==> src/rtl/ksk_mgr_cut_sched_pkg.sv <==
`default_nettype none
// ============================================================================
// Module      : ksk_mgr_cut_sched_pkg
// Description : Shared definitions for the KSK cut read scheduler: cut and
//               slot index widths, the scheduler FSM state encoding and the
//               "column complete" mask constant.
// Revision    : 1.0 - initial release
// ============================================================================
package ksk_mgr_cut_sched_pkg;

  // Number of cuts per column; mirrors the common cut definition of the
  // KSK manager.
  localparam int KSK_CUT_NB   = 16;
  localparam int KSK_CUT_W    = $clog2(KSK_CUT_NB);

  // Default ring depth and its index width. Parameterised instances derive
  // their own index width from their SLOT_NB.
  localparam int SLOT_NB_DFLT = 4;
  localparam int SLOT_W       = $clog2(SLOT_NB_DFLT);

  // A slot holds a complete column once every cut bit is set.
  localparam logic [KSK_CUT_NB-1:0] CUT_FULL = '1;

  typedef enum logic [1:0] {
    ST_IDLE      = 2'd0,
    ST_WAIT_FULL = 2'd1,
    ST_READ      = 2'd2
  } sched_state_e;

endpackage
`default_nettype wire

==> src/rtl/ksk_mgr_slot_mask.sv <==
`default_nettype none
// ============================================================================
// Module      : ksk_mgr_slot_mask
// Description : Per-slot record of which cuts the loader has written.
//               A set request marks one cut of one slot; a clear request wipes
//               a whole slot when it is released. Writing an already-written
//               cut, or writing into the slot being released in the same
//               cycle, raises a sticky double-load error.
// Ports       : clk, a_rst         clock, async active-high reset
//               set_vld/slot/cut   loader cut-written event
//               clr_vld/slot       slot release
//               err_clr            clears err_double_load
//               full               per-slot "all cuts present" vector
//               err_double_load    sticky protocol error
// Revision    : 1.0 - initial release
// ============================================================================
module ksk_mgr_slot_mask
  import ksk_mgr_cut_sched_pkg::*;
#(
  parameter  int SLOT_NB    = SLOT_NB_DFLT,
  localparam int SLOT_IDX_W = $clog2(SLOT_NB)
) (
  input  logic                  clk,
  input  logic                  a_rst,
  input  logic                  set_vld,
  input  logic [SLOT_IDX_W-1:0] set_slot,
  input  logic [KSK_CUT_W-1:0]  set_cut,
  input  logic                  clr_vld,
  input  logic [SLOT_IDX_W-1:0] clr_slot,
  input  logic                  err_clr,
  output logic [SLOT_NB-1:0]    full,
  output logic                  err_double_load
);

  logic [SLOT_NB-1:0] w_dup_hit;
  logic               w_clr_collide;
  logic               w_err_set;

  for (genvar g = 0; g < SLOT_NB; g++) begin : g_slot
    logic [KSK_CUT_NB-1:0] r_mask;
    logic                  w_set_here;
    logic                  w_clr_here;

    assign w_set_here   = set_vld && (set_slot == SLOT_IDX_W'(g));
    assign w_clr_here   = clr_vld && (clr_slot == SLOT_IDX_W'(g));
    assign w_dup_hit[g] = w_set_here && r_mask[set_cut];

    // Release has priority: a load racing the release is discarded so the
    // slot starts its next fill from an empty mask.
    always_ff @(posedge clk or posedge a_rst) begin
      if (a_rst) begin
        r_mask <= '0;
      end else if (w_clr_here) begin
        r_mask <= '0;
      end else if (w_set_here) begin
        r_mask[set_cut] <= 1'b1;
      end
    end

    assign full[g] = (r_mask == CUT_FULL);
  end

  assign w_clr_collide = set_vld && clr_vld && (set_slot == clr_slot);
  assign w_err_set     = (|w_dup_hit) || w_clr_collide;

  // A new error in the same cycle as err_clr keeps the flag set.
  always_ff @(posedge clk or posedge a_rst) begin
    if (a_rst) begin
      err_double_load <= 1'b0;
    end else if (w_err_set) begin
      err_double_load <= 1'b1;
    end else if (err_clr) begin
      err_double_load <= 1'b0;
    end
  end

endmodule
`default_nettype wire

==> src/rtl/ksk_mgr_cut_rd_scheduler.sv <==
`default_nettype none
// ============================================================================
// Module      : ksk_mgr_cut_rd_scheduler
// Description : Sequences reads of key-switch-key columns out of a ring of
//               SLOT_NB slots, each split into KSK_CUT_NB cuts. For each column
//               of a batch command it waits for the current slot to be fully
//               loaded, issues one read beat per cut, then releases the slot
//               back to the loader and advances the ring pointer.
// Ports       : clk, a_rst                  clock, async active-high reset
//               cmd_vld/rdy, cmd_iter_nb    batch command (column count)
//               ld_vld/slot/cut             loader cut-written event
//               rd_vld/rdy/slot/cut/last    read request to datapath
//               slot_free_vld/id            slot release pulse to loader
//               done, busy                  command status
//               err_double_load, err_clr    sticky load protocol error
// Revision    : 1.0 - initial release
// ============================================================================
module ksk_mgr_cut_rd_scheduler
  import ksk_mgr_cut_sched_pkg::*;
#(
  parameter  int SLOT_NB    = SLOT_NB_DFLT,
  parameter  int CMD_ITER_W = 8,
  localparam int SLOT_IDX_W = $clog2(SLOT_NB)
) (
  input  logic                  clk,
  input  logic                  a_rst,
  input  logic                  cmd_vld,
  output logic                  cmd_rdy,
  input  logic [CMD_ITER_W-1:0] cmd_iter_nb,
  input  logic                  ld_vld,
  input  logic [SLOT_IDX_W-1:0] ld_slot,
  input  logic [KSK_CUT_W-1:0]  ld_cut,
  output logic                  rd_vld,
  input  logic                  rd_rdy,
  output logic [SLOT_IDX_W-1:0] rd_slot,
  output logic [KSK_CUT_W-1:0]  rd_cut,
  output logic                  rd_last,
  output logic                  slot_free_vld,
  output logic [SLOT_IDX_W-1:0] slot_free_id,
  output logic                  done,
  output logic                  busy,
  output logic                  err_double_load,
  input  logic                  err_clr
);

  sched_state_e          r_state;
  logic [SLOT_IDX_W-1:0] r_slot_ptr;
  logic [CMD_ITER_W-1:0] r_iter_nb;
  logic [CMD_ITER_W-1:0] r_iter_cnt;

  logic [SLOT_NB-1:0]    w_full;
  logic                  w_release;
  logic [CMD_ITER_W-1:0] w_iter_next;

  // The last beat of a column being accepted releases its slot this edge.
  assign w_release   = (r_state == ST_READ) && rd_rdy && rd_last;
  assign w_iter_next = r_iter_cnt + 1'b1;
  assign busy        = (r_state != ST_IDLE);

  ksk_mgr_slot_mask #(
    .SLOT_NB (SLOT_NB)
  ) u_slot_mask (
    .clk             (clk),
    .a_rst           (a_rst),
    .set_vld         (ld_vld),
    .set_slot        (ld_slot),
    .set_cut         (ld_cut),
    .clr_vld         (w_release),
    .clr_slot        (rd_slot),
    .err_clr         (err_clr),
    .full            (w_full),
    .err_double_load (err_double_load)
  );

  always_ff @(posedge clk or posedge a_rst) begin
    if (a_rst) begin
      r_state       <= ST_IDLE;
      r_slot_ptr    <= '0;
      r_iter_nb     <= '0;
      r_iter_cnt    <= '0;
      cmd_rdy       <= 1'b0;
      rd_vld        <= 1'b0;
      rd_slot       <= '0;
      rd_cut        <= '0;
      rd_last       <= 1'b0;
      slot_free_vld <= 1'b0;
      slot_free_id  <= '0;
      done          <= 1'b0;
    end else begin
      done          <= 1'b0;
      slot_free_vld <= 1'b0;
      case (r_state)
        ST_IDLE: begin
          cmd_rdy <= 1'b1;
          if (cmd_vld && cmd_rdy) begin
            r_iter_nb  <= cmd_iter_nb;
            r_iter_cnt <= '0;
            if (cmd_iter_nb == '0) begin
              done <= 1'b1;
            end else begin
              r_state <= ST_WAIT_FULL;
              cmd_rdy <= 1'b0;
            end
          end
        end

        ST_WAIT_FULL: begin
          if (w_full[r_slot_ptr]) begin
            r_state <= ST_READ;
            rd_vld  <= 1'b1;
            rd_slot <= r_slot_ptr;
            rd_cut  <= '0;
            rd_last <= (KSK_CUT_NB == 1);
          end
        end

        ST_READ: begin
          if (rd_rdy) begin
            if (rd_last) begin
              rd_vld        <= 1'b0;
              rd_cut        <= '0;
              rd_last       <= 1'b0;
              slot_free_vld <= 1'b1;
              slot_free_id  <= r_slot_ptr;
              // Ring depth is a power of two, so the increment wraps itself.
              r_slot_ptr    <= r_slot_ptr + 1'b1;
              r_iter_cnt    <= w_iter_next;
              if (w_iter_next == r_iter_nb) begin
                r_state <= ST_IDLE;
                done    <= 1'b1;
                cmd_rdy <= 1'b1;
              end else begin
                r_state <= ST_WAIT_FULL;
              end
            end else begin
              rd_cut  <= rd_cut + 1'b1;
              rd_last <= (rd_cut == KSK_CUT_W'(KSK_CUT_NB - 2));
            end
          end
        end

        default: begin
          r_state <= ST_IDLE;
        end
      endcase
    end
  end

endmodule
`default_nettype wire

==> config.mk <==
export PLATFORM = sky130hd
export DESIGN_NAME = ksk_mgr_cut_rd_scheduler
export DESIGN_NICKNAME = d
export VERILOG_FILES = /design/src/rtl/ksk_mgr_cut_sched_pkg.sv /design/src/rtl/ksk_mgr_slot_mask.sv /design/src/rtl/ksk_mgr_cut_rd_scheduler.sv
export SDC_FILE = /design/constraint.sdc
export NUM_CORES = 1
export LEC_CHECK = 0
export ABC_AREA = 1
export ABC_CLOCK_PERIOD_IN_PS = 3100
export CAP_MARGIN = 20
export CORE_ASPECT_RATIO = 1.2
export CORE_UTILIZATION = 52
export DETAILED_ROUTE_END_ITERATION = 8
export DONT_BUFFER_PORTS = 1
export PLACE_DENSITY = 0.64
export SYNTH_ARGS = -nofsm -noshare
export SYNTH_HDL_FRONTEND = slang
export SYNTH_SLANG_ARGS = --single-unit
export TNS_END_PERCENT = 10
==> constraint.sdc <==
create_clock -name clk -period 3.1 [get_ports clk]
set_clock_uncertainty 0.05 [all_clocks]
set_input_delay 0 -clock clk [delete_from_list [all_inputs] [get_ports clk]]
set_output_delay 0 -clock clk [all_outputs]
set_load 0.05 [all_outputs]
* Word level (Yosys, flattened, before mapping)
Cells that the tools add are included.
** Storage, ports and cells
- Logic and storage cells :: 147
- Input port bits :: 20
- Bits in registers :: 98
- Output and inout port bits :: 15
** Cells by class
- Reduce and logical (&&, ||, !) cells :: 40
- Bitwise logic cells :: 4
- Eq/ne operators :: 21
- Add/sub/neg operators :: 3
- Magnitude comparators :: 3
- Multiplexer cells :: 59
** Operators with widths (number)
- $mux 16 :: 8
- $eq 16x16->1 const B :: 4
- $or 16x16->16 :: 4
- $mux 1 :: 27
- $mux 8 :: 3
- $logic_and 1x1->1 :: 18
- $bmux 1 s4 :: 4
- $pmux 8 s2 :: 1
- $reduce_bool 2->1 :: 8
- $mux 4 :: 3
- $reduce_and 4->1 :: 3
- $eq 2x2->1 const B :: 5
- $mux 2 :: 5
- $ne 2x2->1 const B :: 5
- $add 8x1->8 const B :: 1
- $eq 8x8->1 :: 1
- $logic_not 8->1 :: 1
- $pmux 1 s2 :: 4
- $pmux 4 s2 :: 1
- $eq 2x1->1 const B :: 3
- $logic_not 2->1 :: 3
- $pmux 2 s3 :: 1
- $reduce_and 3->1 :: 2
- $lt 4x5->1 const B :: 1
- 13 further kinds :: 14

* Depth between registers and ports, before layout
Gate-level depths: netlist (run 1).
- Depth after elaboration :: 7
- Gate-level depth with buffers :: 13
- Gate-level depth less buffers :: 13

* Modules after synthesis
From an unflattened synthesis (run 1), not the netlist that was laid out.
** Second synthesis, totals
- Cells, all modules :: 687
- Area total of the unflattened synthesis :: 5211.2 um^2
** Modules (own cells, without submodules)
- ksk_mgr_slot_mask :: seq. area each 1626.6 um^2, cells an instance 451, times used 1, area each 3347.0 um^2
- ksk_mgr_cut_rd_scheduler :: seq. area each 825.8 um^2, cells an instance 236, times used 1, area each 1864.3 um^2

* Worst setup path before layout (run 1)
Ideal clock, no wire load.
- Kind :: register to register
- Start point :: reg rd_last
- End point :: reg u_slot_mask.g_slot[3].r_mask[0]
- Setup slack :: 1.160 ns
- Setup time :: 0.119 ns
- Path buffers :: 2
- Clock period less this slack :: 1.940 ns
- Data required time :: 2.931 ns
- Cell stages (with the launch flop) :: 8
- Data arrival time :: 1.771 ns
- Cell sequence :: dfrtp_1 nand2_1 nor2_8 inv_4 buf_6 nor3_4 buf_6 nor2_1
** On the way
- Cells in the longest elaborated chain, start to end :: 3
- Elaborated cells on any way between the ends :: 4
- Those cells by class :: mux: 1; reduce/logical: 3
** Ends and longest elaborated chain
- from (decl) :: line ksk_mgr_cut_rd_scheduler.sv:37 : output logic rd_last,
- from (signal assigned) :: line ksk_mgr_cut_rd_scheduler.sv:113 : rd_last <= (KSK_CUT_NB == 1);
- from (signal assigned) :: line ksk_mgr_cut_rd_scheduler.sv:137 : rd_last <= (rd_cut == KSK_CUT_W'(KSK_CUT_NB - 2));
- $logic_and 1x1->1 * :: line ksk_mgr_cut_rd_scheduler.sv:56 : assign w_release = (r_state == ST_READ) && rd_rdy && rd_last;
- $logic_and 1x1->1 * :: line ksk_mgr_slot_mask.sv:45 : assign w_clr_here = clr_vld && (clr_slot == SLOT_IDX_W'(g));
- $mux 16 or $reduce_bool 2->1 (tied branches)
- to (signal assigned) :: line ksk_mgr_slot_mask.sv:52 : r_mask <= '0;
- to (signal assigned) :: line ksk_mgr_slot_mask.sv:54 : r_mask <= '0;
- to (signal, indexed assignment) :: line ksk_mgr_slot_mask.sv:56 : r_mask[set_cut] <= 1'b1;
- to (decl) :: line ksk_mgr_slot_mask.sv:40 : logic [KSK_CUT_NB-1:0] r_mask;
Mark *: on every way between the ends. The rest lies on a longest branch, timed or not.
A chain may end at the register's enable or synchronous reset.

* Worst setup path after layout (run 1)
- Start point :: reg rd_last
- End point :: reg u_slot_mask.err_double_load
** On the way
- Cells in the longest elaborated chain, start to end :: 5
- Elaborated cells on any way between the ends :: 6
- Those cells by class :: mux: 1; reduce/logical: 5
** Ends and longest elaborated chain
- $logic_and 1x1->1 * :: line ksk_mgr_cut_rd_scheduler.sv:56
- $logic_and 1x1->1 * (2 in a row) :: line ksk_mgr_slot_mask.sv:63 : assign w_clr_collide = set_vld && clr_vld && (set_slot == clr_slot);
- $logic_or 1x1->1 * :: line ksk_mgr_slot_mask.sv:64 : assign w_err_set = (|w_dup_hit) || w_clr_collide;
- $mux 1 or $reduce_bool 2->1 (tied branches)
- to (signal assigned) :: line ksk_mgr_slot_mask.sv:69 : err_double_load <= 1'b0;
- to (signal assigned) :: line ksk_mgr_slot_mask.sv:71 : err_double_load <= 1'b1;
- to (signal assigned) :: line ksk_mgr_slot_mask.sv:73 : err_double_load <= 1'b0;
- to (decl) :: line ksk_mgr_slot_mask.sv:32 : output logic err_double_load
Marks and branches as above.

==> results of run 1 <==
kinds of logic after synthesis:
| kind of cell | synth area share [%] |
|---|---|
| AOI/OAI and AO/OA | 10.08 |
| xor gates and xnor gates | 0.5295 |
| and+or+nand+nor | 33.96 |
| adders and majority gates | 0.7563 |
| DFF | 49.41 |
| buffers and inverters | 5.268 |
area by class of cell:
| type | count | area, um^2 | share of cell area, % |
|---|---|---|---|
| Tap cell | 120 | 150.1 | 2.755 |
| Sequential cell | 98 | 2452 | 45.01 |
| Multi-Input combinational cell | 488 | 2250 | 41.29 |
| Clock buffer | 12 | 145.1 | 2.664 |
| Clock inverter | 3 | 40.04 | 0.7348 |
| Inverter | 47 | 181.4 | 3.330 |
| Timing Repair Buffer | 25 | 230.2 | 4.225 |
final timing paths:
kind | cells after the start | slack, ns | to | from
setup reg to reg | 8 | 0.28 | u_slot_mask.err_double_load$_DFFE_PP0P_ | rd_last$_DFFE_PP0P_
hold reg to reg | 2 | 0.45 | r_iter_nb[1]$_DFFE_PP0P_ | r_iter_nb[1]$_DFFE_PP0P_
setup / recovery | 8 | 0.28 | u_slot_mask.err_double_load$_DFFE_PP0P_ | rd_last$_DFFE_PP0P_
max in group asynchronous | 3 | 2.05 | rd_cut[0]$_DFFE_PP0P_ | a_rst
hold / removal | 4 | 0.05 | u_slot_mask.g_slot[0].r_mask[14]$_DFFE_PP0P_ | ld_cut[2]
min in group asynchronous | 2 | 0.13 | r_iter_nb[3]$_DFFE_PP0P_ | a_rst
metrics by stage:
step / hold WS (ns) / instances / worst slack (ns) / utilization, % / instance area [um^2]
after CTS: 0.03278 / 793 / 0.2710 / 59.38 / 5449
after detailed placement: -0.05782 / 761 / 0.8046 / 55.51 / 5094
final: 0.04558 / 793 / 0.2785 / 59.38 / 5449
after floorplan: 0.06662 / 647 / 0.4879 / - / 4964
after global routing: 0.08354 / 793 / 0.09594 / 59.38 / 5449
after global placement: -0.06610 / 761 / 0.8192 / 55.51 / 5094
power by group through the flow:
stage          Combinational [mW]  Sequential (mW)  Clock, mW
2_1_floorplan               0.487             1.72          0
3_3_place_gp                0.576             1.77          0
3_5_place_dp                0.595             1.78          0
4_1_cts                     0.621             1.75      0.834
5_1_grt                     0.725             1.79      0.874
6_report                    0.619             1.76      0.816
cell usage in the layout, fill, tap and decap left out, drive strengths merged, types with 12 or more instances in the layout:
cell type,count
inv,47
clkbuf,12
dlygate4sd3,17
dfrtp,98
nand3,28
nor2,126
nand4,19
nand2,196
o21ai,15
a21oi,65
state kept, by name, summed over array words and instances, names as in the netlist, 2 cells and up:
signal and cells:
r_state 2, slot_free_id 2, rd_slot 2, r_iter_nb 8, r_iter_cnt 8, rd_cut 4
u_slot_mask.g_slot.r_mask 64, r_slot_ptr 2
metal layers:
layer,GRT usage [%],vias up,wire length [um]
met4,13.49,0,447
met1,34.22,2101,5359
li1,-,2139,-
met2,46.43,134,6136
met3,5.021,27,742
met5,0,-,0
worst max-delay path, cell delays in order (launching register included):
cell and delay [ns]:
dfrtp_1 0.71, nand2_1 0.30, nor2_8 0.26, o2111ai_1 0.13, o21ai_0 0.08, dlygate4sd3_1 0.57
nor2_1 0.05, nand3_1 0.07, dlygate4sd3_1 0.54
repair_timing:
| item | in CTS | in global routing |
|---|---|---|
| hold buffers | 17 | 0 |
| buffers inserted | 0 | 0 |
| endpoints found under the hold margin | 113 | 0 |
==> impl_table.tex, run 1 <==
\begin{tabular}{lr}
\hline
Metric & Value \\
\hline
\multicolumn{2}{l}{\textbf{Floorplanning}} \\
\quad Number of top-level pins & 35 \\
\quad Die boundary height & 109.0 um \\
\quad Effective utilization at floorplan & 54.09\% \\
\quad Site row count & 38 \\
\quad Core Footprint & 9176 um\^{}2 \\
\quad Floorplan die width & 91.19 um \\
\quad DIE AREA & 9941 um\^{}2 \\
\multicolumn{2}{l}{\textbf{Cells and area}} \\
\quad Diode insertion count for antenna repair & 0 \\
\quad Number of nets in the final layout & 692 \\
\quad Synthesis-to-layout area growth & 9.781\% \\
\quad Fraction of final layout cells with drive strength greater than 1 & 6.538\% \\
\quad Filler cell count in the final layout & 847 \\
\multicolumn{2}{l}{\textbf{STA}} \\
\quad Slew HR & 27.46\% \\
\quad Max frequency & 354.4 MHz \\
\quad Final Setup Violations & 0 \\
\quad Share of the cycle needed by the critical path after routing & 91.01\% \\
\quad Setup repair after global routing missed its margin & no \\
\quad Final Max Slew Viols & 0 \\
\quad Setup TNS & 0 ns \\
\quad Hold violation count in the final report & 0 \\
\quad Time the worst path needs with I/O delays and setup & 2.821 ns \\
\quad Actual slew at the worst max-slew pin & 1.082 ns \\
\multicolumn{2}{l}{\textbf{Synthesis}} \\
\quad Synth Area per Inst & 7.672 um\^{}2 \\
\quad Prevailing post-synth register cell & dfrtp\_1 \\
\quad Library cell with the largest summed area after synthesis & dfrtp\_1 \\
\quad Number of distinct library cells after synthesis & 31 \\
\quad Mapped Nets & 670 \\
\quad Biggest area contributors in the synthesized netlist & dfrtp\_1 (49\%), nand2\_1 (15\%), nor2\_1 (9.2\%) \\
\quad Syn Std Cell Area & 4964 um\^{}2 \\
\quad Sequential area share after synthesis & 49.41\% \\
\quad Async set-or-reset flop fraction in the synthesized netlist & 100.0\% \\
\quad Most common cell in the synthesized netlist & nand2\_1 \\
\quad Count of flip-flops with a built-in enable after synthesis & 0 \\
\quad Number of instances in the synthesized netlist & 647 \\
\quad Top-area cell type share of the netlist area & 49.41\% \\
\quad Number of synthesized register bits & 98 \\
\quad Ys Warns & 0 \\
\quad Commonest cells in the netlist & nand2\_1 (196), nor2\_1 (121), dfrtp\_1 (98) \\
\multicolumn{2}{l}{\textbf{Power and ir drop}} \\
\quad Switching power as a share of total power & 32.23\% \\
\quad Peak supply drop & 379.5 uV \\
\quad Pwr Density & 585.5 nW/um\^{}2 \\
\quad Gate power share & 19.4\% \\
\quad Clock share of power & 25.6\% \\
\quad Share of total power in sequential cells & 55.0\% \\
\quad Leakage power total & 2.517 nW \\
\quad Switching Power & 1.028 mW \\
\quad Cell Int Power & 2.162 mW \\
\quad Total power of the final layout & 3.190 mW \\
\multicolumn{2}{l}{\textbf{Clock network}} \\
\quad Buffers from clock root to sink, at most & 2 \\
\quad Clock root buffer master & clkbuf\_8 \\
\quad H-tree level count & 3 \\
\quad Number of gates resized after CTS & 0 \\
\quad Latest clock arrival within the worst-skew pair & 0.37 ns \\
\quad Sinks on the clock net & 98 \\
\quad Total CTS buffers & 9 \\
\quad TritonCTS clock tree & yes \\
\quad Clock Pin Slew Worst Setup and Hold Paths & 0.09 ns \\
\multicolumn{2}{l}{\textbf{Global route}} \\
\quad Antenna violations before repair & 0 \\
\quad Remaining global-route overflow & 0 \\
\quad Maximum number of pins on one net before global-route repair & 51 \\
\quad Global-route wire length before repair & 20,620 um \\
\quad Via count of the first global-routing pass & 4,110 \\
\quad All-layer global routing usage & 27.47\% \\
\multicolumn{2}{l}{\textbf{Detailed routing}} \\
\quad Total iterations of the first detailed-routing run & 5 \\
\quad Routed Antenna Nets & 0 \\
\quad Avg Vias per Cell & 5.550 \\
\quad Routed len/inst & 16.00 um \\
\quad Via Count & 4,401 \\
\quad DRC violations left & 0 \\
\quad Overall routed net length & 12,690 um \\
\quad Number of DRC markers after the initial detailed-route iteration & 280 \\
\multicolumn{2}{l}{\textbf{Job}} \\
\quad Number of max-capacitance violations reported & 0 \\
\multicolumn{2}{l}{\textbf{Critical path}} \\
\quad CP startpoint kind & register \\
\quad Required time at the worst-slack endpoint & 3.37 ns \\
\quad Data arrival time at the worst-slack endpoint & 3.09 ns \\
\quad Crit-path max FO & 9 \\
\quad Crit end category & register \\
\quad Path type of the worst setup path & reg -> reg \\
\multicolumn{2}{l}{\textbf{Placed design}} \\
\quad HPWL after detailed placement & 8814 um \\
\quad RD Place Congestion & 0.8858 \\
\quad Count of buffers from port buffering & 0 \\
\multicolumn{2}{l}{\textbf{Worst hold path}} \\
\quad Hold WC Path Type & in -> reg \\
\multicolumn{2}{l}{\textbf{Run status}} \\
\quad Status & completed \\
\hline
\end{tabular}
Power figures use the tool's default switching activity.
==> inputs of run 2 (changes only) <==
--- a/config.mk
+++ b/config.mk
@@ -15,5 +15,6 @@
 export PLACE_DENSITY = 0.64
 export SYNTH_ARGS = -nofsm -noshare
 export SYNTH_HDL_FRONTEND = slang
+export SYNTH_HIERARCHICAL = 1
 export SYNTH_SLANG_ARGS = --single-unit
 export TNS_END_PERCENT = 10
==> run 2 against run 1 <==
Critical path type unchanged; hold slack got worse by 0.020 ns; non-clock buffer count rose by 6; highest routed layer unchanged; clock power rose by 36%; sequential power rose by 18%; cell area rose by 7.7%; final cell count rose by 6.2%; largest power group unchanged; power rose by 32%.
==> impl_table.tex, run 2 <==
\begin{tabular}{lr}
\hline
Metric & Value \\
\hline
\multicolumn{2}{l}{\textbf{Clock network}} \\
\quad Post-CTS Setup Inserts & 0 (unchanged) \\
\quad Latest clock arrival within the worst-skew pair & 0.35 ns (-0.02 ns) \\
\quad Clock root buffer master & clkbuf\_16 \\
\quad Clock Pin Slew Worst Setup and Hold Paths & 0.06 ns (-0.03 ns) \\
\quad Total CTS buffers & 9 (unchanged) \\
\quad H-tree level count & 3 (unchanged) \\
\quad TritonCTS clock tree & yes \\
\quad Buffers from clock root to sink, at most & 2 (unchanged) \\
\quad Sinks on the clock net & 98 (unchanged) \\
\multicolumn{2}{l}{\textbf{Synthesis}} \\
\quad Ys Warns & 6 (+6) \\
\quad Mapped Nets & 710 (+6.0\%) \\
\quad Sequential area share after synthesis & 47.06\% (-2.3 points) \\
\quad Syn Std Cell Area & 5211 um\^{}2 (+5.0\%) \\
\quad Async set-or-reset flop fraction in the synthesized netlist & 100.0\% (unchanged) \\
\quad Top-area cell type share of the netlist area & 47.06\% (-2.3 points) \\
\quad Number of synthesized register bits & 98 (unchanged) \\
\quad Prevailing post-synth register cell & dfrtp\_1 \\
\quad Synth Area per Inst & 7.586 um\^{}2 (-1.1\%) \\
\quad Count of flip-flops with a built-in enable after synthesis & 0 (unchanged) \\
\quad Biggest area contributors in the synthesized netlist & dfrtp\_1 (47\%), nand2\_1 (15\%), nor2\_1 (6.8\%) \\
\quad Number of instances in the synthesized netlist & 687 (+6.2\%) \\
\quad Library cell with the largest summed area after synthesis & dfrtp\_1 \\
\quad Number of distinct library cells after synthesis & 37 (+19\%) \\
\quad Commonest cells in the netlist & nand2\_1 (205), dfrtp\_1 (98), nor2\_1 (94) \\
\quad Most common cell in the synthesized netlist & nand2\_1 \\
\multicolumn{2}{l}{\textbf{Cells and area}} \\
\quad Largest reg by FF count & u\_slot\_mask/g\_slot.r\_mask \\
\quad Number of nets in the final layout & 737 (+6.5\%) \\
\quad Commonest non-fill, non-tap cells in the layout & nand2\_1 (205), dfrtp\_1 (98), nor2\_1 (94) \\
\quad Most common library cell in the layout ignoring fill and taps & nand2\_1 \\
\quad Combined area of the multi-input logic cells & 2401 um\^{}2 (+6.7\%) \\
\quad Top Registers & u\_slot\_mask/g\_slot.r\_mask (64), r\_iter\_cnt (8), r\_iter\_nb (8) \\
\quad Fraction of final layout cells with drive strength greater than 1 & 9.318\% (+2.8 points) \\
\quad Flip-flop count of the largest register after layout & 64 (unchanged) \\
\quad Diode insertion count for antenna repair & 0 (unchanged) \\
\quad Synthesis-to-layout area growth & 12.61\% \\
\quad Filler cell count in the final layout & 851 (+0.47\%) \\
\quad Combined flip-flop and latch cell area & 2452 um\^{}2 (unchanged) \\
\multicolumn{2}{l}{\textbf{STA}} \\
\quad Hold violation count in the final report & 0 (unchanged) \\
\quad Actual slew at the worst max-slew pin & 0.9955 ns (-0.08667 ns) \\
\quad Setup TNS & 0 ns (unchanged) \\
\quad Slew HR & 33.27\% (+5.8 points) \\
\quad Setup repair after global routing missed its margin & no \\
\quad Max frequency & 374.7 MHz (+5.7\%) \\
\quad Final Setup Violations & 0 (unchanged) \\
\quad Share of the cycle needed by the critical path after routing & 86.10\% (-4.9 points) \\
\quad Worst Setup Slack, final & 0.4310 ns (+0.1525 ns) \\
\quad WHS & 0.02537 ns (-0.02020 ns) \\
\quad Final Max Slew Viols & 0 (unchanged) \\
\quad Time the worst path needs with I/O delays and setup & 2.669 ns (-0.1525 ns) \\
\multicolumn{2}{l}{\textbf{Detailed routing}} \\
\quad Total iterations of the first detailed-routing run & 5 (unchanged) \\
\quad Routed len/inst & 16.46 um (+2.9\%) \\
\quad Routed Antenna Nets & 0 (unchanged) \\
\quad Avg Vias per Cell & 5.580 (+0.54\%) \\
\quad Number of DRC markers after the initial detailed-route iteration & 417 (+49\%) \\
\quad Overall routed net length & 13,860 um (+9.2\%) \\
\quad DRC violations left & 0 (unchanged) \\
\quad Via Count & 4,698 (+6.7\%) \\
\multicolumn{2}{l}{\textbf{Critical path}} \\
\quad Count of cell instances traversed by the critical path & 7 (-1) \\
\quad Required time at the worst-slack endpoint & 3.33 ns (-0.04 ns) \\
\quad Buffers plus inverters on the worst setup path & 3 (+1) \\
\quad Cell family with the largest share of critical-path delay & buffers and inverters \\
\quad Delay contributed by the slowest stage of the critical path & 0.58 ns (-0.13 ns) \\
\quad R2R cell count & 7 (-1) \\
\quad Cell with the largest stage delay on the worst path & dlygate4sd3\_1 \\
\quad Cell-by-cell trace of the critical path & nor2\_1 -> inv\_1 -> nor2\_2 -> nand2\_1 -> dlygate4sd3\_1 -> o21ai\_0 -> dlygate4sd3\_1 \\
\quad Data arrival time at the worst-slack endpoint & 2.90 ns (-0.19 ns) \\
\quad CP startpoint kind & register \\
\quad Path type of the worst setup path & reg -> reg \\
\quad Most frequent CP cell & dlygate4sd3\_1 \\
\quad Crit end category & register \\
\quad Crit-path max FO & 10 (+1) \\
\multicolumn{2}{l}{\textbf{Floorplanning}} \\
\quad Floorplan die width & 93.39 um (+2.4\%) \\
\quad Number of top-level pins & 35 (unchanged) \\
\quad Core Footprint & 9613 um\^{}2 (+4.8\%) \\
\quad Die boundary height & 111.7 um (+2.4\%) \\
\quad Site row count & 39 (+2.6\%) \\
\quad DIE AREA & 10,430 um\^{}2 (+4.9\%) \\
\quad Effective utilization at floorplan & 54.21\% (+0.12 points) \\
\multicolumn{2}{l}{\textbf{Global route}} \\
\quad Global-route wire length before repair & 22,130 um (+7.3\%) \\
\quad Remaining global-route overflow & 0 (unchanged) \\
\quad Met3 layer usage reported by global route & 5.533\% (+0.51 points) \\
\quad All-layer global routing usage & 28.10\% (+0.63 points) \\
\quad Antenna violations before repair & 0 (unchanged) \\
\quad Busiest layer in global routing & met2 \\
\quad Maximum number of pins on one net before global-route repair & 39 (-24\%) \\
\quad Met1 global-route usage & 35.65\% (+1.4 points) \\
\quad Routing usage on met2 & 45.25\% (-1.2 points) \\
\quad Via count of the first global-routing pass & 4,342 (+5.6\%) \\
\multicolumn{2}{l}{\textbf{Power and ir drop}} \\
\quad Share of total power in sequential cells & 49.2\% (-5.8 points) \\
\quad Gate power share & 24.5\% (+5.1 points) \\
\quad Switching Power & 1.587 mW (+54\%) \\
\quad Switching power as a share of total power & 37.59\% (+5.4 points) \\
\quad Leakage power total & 2.888 nW (+15\%) \\
\quad Cell Int Power & 2.636 mW (+22\%) \\
\quad Clock share of power & 26.3\% (+0.7 points) \\
\quad Pwr Density & 719.6 nW/um\^{}2 (+23\%) \\
\quad Peak supply drop & 550.3 uV (+45\%) \\
\quad Total power of the final layout & 4.223 mW (+32\%) \\
\multicolumn{2}{l}{\textbf{Placed design}} \\
\quad HPWL after detailed placement & 9642 um (+9.4\%) \\
\quad RD Place Congestion & 0.8913 (+0.62\%) \\
\quad Count of buffers from port buffering & 0 (unchanged) \\
\quad Dpl ws & 0.9031 ns (+0.09851 ns) \\
\multicolumn{2}{l}{\textbf{Job}} \\
\quad Number of max-capacitance violations reported & 0 (unchanged) \\
\multicolumn{2}{l}{\textbf{Worst hold path}} \\
\quad Hold WC Path Type & in -> reg \\
\quad Number of cells traversed by the worst hold path & 4 (unchanged) \\
\multicolumn{2}{l}{\textbf{Run status}} \\
\quad Status & completed \\
\hline
\end{tabular}
[run 2: changes by cell type after synthesis, moves of 4 or more]
cell | before | now
nor2_1 | 121 | 94
inv_1 | 42 | 60
o21ai_0 | 15 | 32
nand2_1 | 196 | 205
nand2_2 | 0 | 6
a21oi_1 | 65 | 70
a22oi_1 | 6 | 1
inv_2 | 4 | 8
nand3_2 | 1 | 5
[run 2: what timing repair did]
item,in CTS,in global routing
endpoints found under the setup margin,0,0
gates resized for setup,0,0
hold buffers,23,0
hold endpoints to repair,123,0
[run 2: area by class of cell]
type,instances,share of cell area (%)
clock buffer,13,4.776
inverter,69,4.456
clock inverter,3,0.3625
timing repair buffer,31,5.075
multi-input combinational,505,40.92
tap,123,2.623
sequential,98,41.79
[run 2: per-stage QoR]
stage / area [um^2] / util [%] / std cells
after floorplan: 5211 / - / 687
after global placement: 5314 / 55.28 / 801
after detailed placement: 5314 / 55.28 / 801
after CTS: 5846 / 60.81 / 840
after global routing: 5868 / 61.04 / 842
final: 5868 / 61.04 / 842
[run 2: cells by family (layout without fill, tap and decap cells)]
kind of cell / after synthesis / in the layout / synth area share [%]
compound gates: 115 / 115 / 11.48
simple gates: 383 / 383 / 33.21
xor+xnor: 4 / 4 / 0.6724
flops: 98 / 98 / 47.06
fa+ha+maj: 3 / 3 / 0.7204
buf+inv: 84 / 116 / 6.867
[run 2: worst min-delay path, stage by stage]
cell and delay [ns]:
o211ai_1 0.11, o22ai_1 0.14, nor2_1 0.07, nand3_1 0.07
[run 2: path summary, 6_finish.rpt]
| kind | from | slack, ns | endpoint |
|---|---|---|---|
| setup / recovery | r_state[0]$_DFFE_PP0P_ | 0.43 | r_iter_nb[6]$_DFFE_PP0P_ |
| hold / removal | ld_vld | 0.03 | u_slot_mask/err_double_load$_DFFE_PP0P_ |
| setup reg to reg | r_state[0]$_DFFE_PP0P_ | 0.43 | r_iter_nb[6]$_DFFE_PP0P_ |
| hold reg to reg | r_iter_nb[1]$_DFFE_PP0P_ | 0.45 | r_iter_nb[1]$_DFFE_PP0P_ |
| max in group asynchronous | a_rst | 1.89 | u_slot_mask/g_slot[0].r_mask[6]$_DFFE_PP0P_ |
| min in group asynchronous | a_rst | 0.23 | u_slot_mask/g_slot[3].r_mask[6]$_DFFE_PP0P_ |
[run 2: power groups by stage]
stage / Clock (mW) / Combinational, mW / Sequential (mW)
after global routing: 1.18 / 1.18 / 2.12
after global placement: 0 / 0.931 / 2.09
after CTS: 1.14 / 1.03 / 2.08
after floorplan: 0 / 0.798 / 2.02
final: 1.11 / 1.03 / 2.08
after detailed placement: 0 / 0.953 / 2.10
[run 2: per-layer routing]
metal / share of wire [%] / vias up
met5: 0 / -
met4: 3.8 / 0
met3: 6.7 / 37
met2: 48 / 158
met1: 41 / 2213
li1: - / 2290
==> inputs of run 3 (changes only) <==
--- a/config.mk
+++ b/config.mk
@@ -9,6 +9,7 @@
 export ABC_CLOCK_PERIOD_IN_PS = 3100
 export CAP_MARGIN = 20
 export CORE_ASPECT_RATIO = 1.2
+export CORE_MARGIN = 2
 export CORE_UTILIZATION = 52
 export DETAILED_ROUTE_END_ITERATION = 8
 export DONT_BUFFER_PORTS = 1
==> run 3 against run 2 <==
Sequential power hardly changed; wire length is 0.76% lower; count of clock-buffer cells in the layout is 3 lower; combinational power hardly changed; sequential cell count stayed put; via count hardly changed; global-route usage is 0.58 points lower; largest power group unchanged.
==> impl_table.tex, run 3 (same netlist as run 2, synthesis figures left out) <==
\begin{tabular}{lr}
\hline
Metric & Value \\
\hline
\multicolumn{2}{l}{\textbf{Run status}} \\
\quad Status & completed \\
\multicolumn{2}{l}{\textbf{Critical path}} \\
\quad CP startpoint kind & register \\
\quad Cell-by-cell trace of the critical path & nor2\_1 -> inv\_1 -> nor2\_2 -> nand2\_1 -> dlygate4sd3\_1 -> o21ai\_0 -> dlygate4sd3\_1 \\
\quad Crit-path max FO & 10 (unchanged) \\
\quad Cell with the largest stage delay on the worst path & dlygate4sd3\_1 \\
\quad Data arrival time at the worst-slack endpoint & 2.89 ns (about the same) \\
\quad Most frequent CP cell & dlygate4sd3\_1 \\
\quad Launching instance or port of the critical path & r\_state[0]\$\_DFFE\_PP0P\_ \\
\quad Crit end category & register \\
\quad Critical register-to-register path startpoint & r\_state[0]\$\_DFFE\_PP0P\_ \\
\quad Required time at the worst-slack endpoint & 3.34 ns (about the same) \\
\quad Path type of the worst setup path & reg -> reg \\
\quad Delay contributed by the slowest stage of the critical path & 0.57 ns (about the same) \\
\multicolumn{2}{l}{\textbf{Worst hold path}} \\
\quad Launch instance of the worst min-delay path & ld\_slot[1] \\
\quad Hold WC Path Type & in -> reg \\
\multicolumn{2}{l}{\textbf{Clock network}} \\
\quad Total CTS buffers & 9 (unchanged) \\
\quad Buffers from clock root to sink, at most & 2 (unchanged) \\
\quad Sinks on the clock net & 98 (unchanged) \\
\quad Latest clock arrival within the worst-skew pair & 0.35 ns (about the same) \\
\quad Number of gates resized after CTS & 0 (unchanged) \\
\quad TritonCTS clock tree & yes \\
\quad H-tree level count & 3 (unchanged) \\
\quad Clock root buffer master & clkbuf\_16 \\
\quad Clock Pin Slew Worst Setup and Hold Paths & 0.06 ns (about the same) \\
\multicolumn{2}{l}{\textbf{STA}} \\
\quad Time the worst path needs with I/O delays and setup & 2.655 ns (-0.01438 ns) \\
\quad Hold violation count in the final report & 0 (unchanged) \\
\quad Max frequency & 376.7 MHz (+0.54\%) \\
\quad Actual slew at the worst max-slew pin & 1.070 ns (+0.07413 ns) \\
\quad Final Setup Violations & 0 (unchanged) \\
\quad Setup TNS & 0 ns (unchanged) \\
\quad Share of the cycle needed by the critical path after routing & 85.63\% (-0.46 points) \\
\quad Slew HR & 28.30\% (-5.0 points) \\
\quad Setup repair after global routing missed its margin & no \\
\quad Final Max Slew Viols & 0 (unchanged) \\
\multicolumn{2}{l}{\textbf{Cells and area}} \\
\quad Fraction of the core area covered by cells at the end of the flow & 59.20\% (-1.8 points) \\
\quad Synthesis-to-layout area growth & 12.58\% (about the same) \\
\quad Commonest non-fill, non-tap cells in the layout & nand2\_1 (205), dfrtp\_1 (98), nor2\_1 (94) \\
\quad Most common library cell in the layout ignoring fill and taps & nand2\_1 \\
\quad Top Registers & u\_slot\_mask/g\_slot.r\_mask (64), r\_iter\_cnt (8), r\_iter\_nb (8) \\
\quad Fraction of final layout cells with drive strength greater than 1 & 9.066\% (-0.25 points) \\
\quad Diode insertion count for antenna repair & 0 (unchanged) \\
\quad Largest reg by FF count & u\_slot\_mask/g\_slot.r\_mask \\
\quad Number of nets in the final layout & 735 (-0.27\%) \\
\quad Flip-flop count of the largest register after layout & 64 (unchanged) \\
\quad Filler cell count in the final layout & 916 (+7.6\%) \\
\multicolumn{2}{l}{\textbf{Floorplanning}} \\
\quad Effective utilization at floorplan & 52.59\% (-1.6 points) \\
\quad Die boundary height & 113.7 um (+1.8\%) \\
\quad Floorplan die width & 95.39 um (+2.1\%) \\
\quad Site row count & 40 (+2.6\%) \\
\quad Core Footprint & 9910 um\^{}2 (+3.1\%) \\
\quad Number of top-level pins & 35 (unchanged) \\
\quad DIE AREA & 10,840 um\^{}2 (+4.0\%) \\
\multicolumn{2}{l}{\textbf{Job}} \\
\quad Number of max-capacitance violations reported & 0 (unchanged) \\
\multicolumn{2}{l}{\textbf{Global route}} \\
\quad Antenna violations before repair & 0 (unchanged) \\
\quad Maximum number of pins on one net before global-route repair & 43 (+10\%) \\
\quad All-layer global routing usage & 27.53\% (-0.58 points) \\
\quad Remaining global-route overflow & 0 (unchanged) \\
\quad Global-route wire length before repair & 22,580 um (+2.1\%) \\
\quad Via count of the first global-routing pass & 4,551 (+4.8\%) \\
\multicolumn{2}{l}{\textbf{Detailed routing}} \\
\quad Routed Antenna Nets & 0 (unchanged) \\
\quad Number of DRC markers after the initial detailed-route iteration & 361 (-13\%) \\
\quad Routed len/inst & 16.31 um (-0.88\%) \\
\quad Avg Vias per Cell & 5.569 (-0.18\%) \\
\quad Via Count & 4,695 (-0.064\%) \\
\quad Total iterations of the first detailed-routing run & 5 (unchanged) \\
\quad DRC violations left & 0 (unchanged) \\
\quad Overall routed net length & 13,750 um (-0.76\%) \\
\multicolumn{2}{l}{\textbf{Placed design}} \\
\quad RD Place Congestion & 0.8729 (-2.1\%) \\
\quad HPWL after detailed placement & 9459 um (-1.9\%) \\
\quad Count of buffers from port buffering & 0 (unchanged) \\
\multicolumn{2}{l}{\textbf{Power and ir drop}} \\
\quad Leakage power total & 2.892 nW (+0.14\%) \\
\quad Pwr Density & 737.2 nW/um\^{}2 (+2.4\%) \\
\quad Peak supply drop & 491.5 uV (-11\%) \\
\hline
\end{tabular}
[run 3: cell types whose count changed in the layout (fill, tap and decap cells not counted), sizes merged]
cell / delta
clkbuf: -3
bufinv: +2
clkinv: +2
clkinvlp: -1
buf: -2
[run 3: metal layers]
layer	vias up	track usage [%]	share of wire (%)	wire length (um)
met5	-	0	0	0
met2	198	44.32	48	6607
met1	2189	34.61	40	5484
met4	0	14.00	4.1	565
met3	35	6.275	7.9	1092
li1	2273	-	-	-
[run 3: worst paths after layout]
check / endpoint / depth (start not counted) / slack, ns
max in group asynchronous: u_slot_mask/g_slot[2].r_mask[10]$_DFFE_PP0P_ / 3 / 1.87
min: u_slot_mask/g_slot[3].r_mask[12]$_DFFE_PP0P_ / 4 / 0.03
min reg2reg: r_iter_nb[0]$_DFFE_PP0P_ / 2 / 0.47
max reg2reg: r_iter_nb[5]$_DFFE_PP0P_ / 7 / 0.45
min in group asynchronous: slot_free_id[0]$_DFFE_PP0P_ / 3 / 0.18
max: r_iter_nb[5]$_DFFE_PP0P_ / 7 / 0.45
[run 3: per-stage QoR]
step / worst slack, ns / hold slack, ns / instance area (um^2) / cells / power [mW]
after floorplan: 1.094 / 0.07095 / 5211 / 687 / 2.820
after global placement: 1.033 / -0.04210 / 5318 / 804 / 3.019
after detailed placement: 1.009 / -0.03922 / 5318 / 804 / 3.057
after CTS: 0.4765 / 0.02336 / 5867 / 843 / 4.341
after global routing: 0.3101 / 0.03475 / 5867 / 843 / 4.620
final: 0.4454 / 0.03151 / 5867 / 843 / 4.325
[run 3: cell type report]
cell class,count,area [um^2],share of cell area [%]
Clock buffer,10,239.0,4.073
Tap cell,126,157.7,2.687
Timing Repair Buffer,29,275.3,4.692
Clock inverter,6,80.08,1.365
Inverter,69,261.5,4.457
Sequential cell,98,2452,41.80
Multi-Input combinational cell,505,2401,40.93
[run 3: what timing repair did]
item                                    in CTS  in global routing
hold buffers                                23                  0
buffers inserted                             0                  0
hold endpoints to repair                   140                  0
endpoints found under the setup margin       0                  0
[run 3: worst max-delay path, delay by kind of cell (launching register included)]
kind | cells | cell delay, ns
simple gates | 3 | 0.61
buf+inv | 3 | 1.37
compound gates | 1 | 0.08
flops | 1 | 0.49
[run 3: power by group]
part | internal (mW) | leakage, nW | switching, mW | total, mW
Clock | 0.723 | 0.162 | 0.479 | 1.20
Combinational | 0.407 | 1.54 | 0.631 | 1.04
Sequential | 1.60 | 1.19 | 0.488 | 2.08
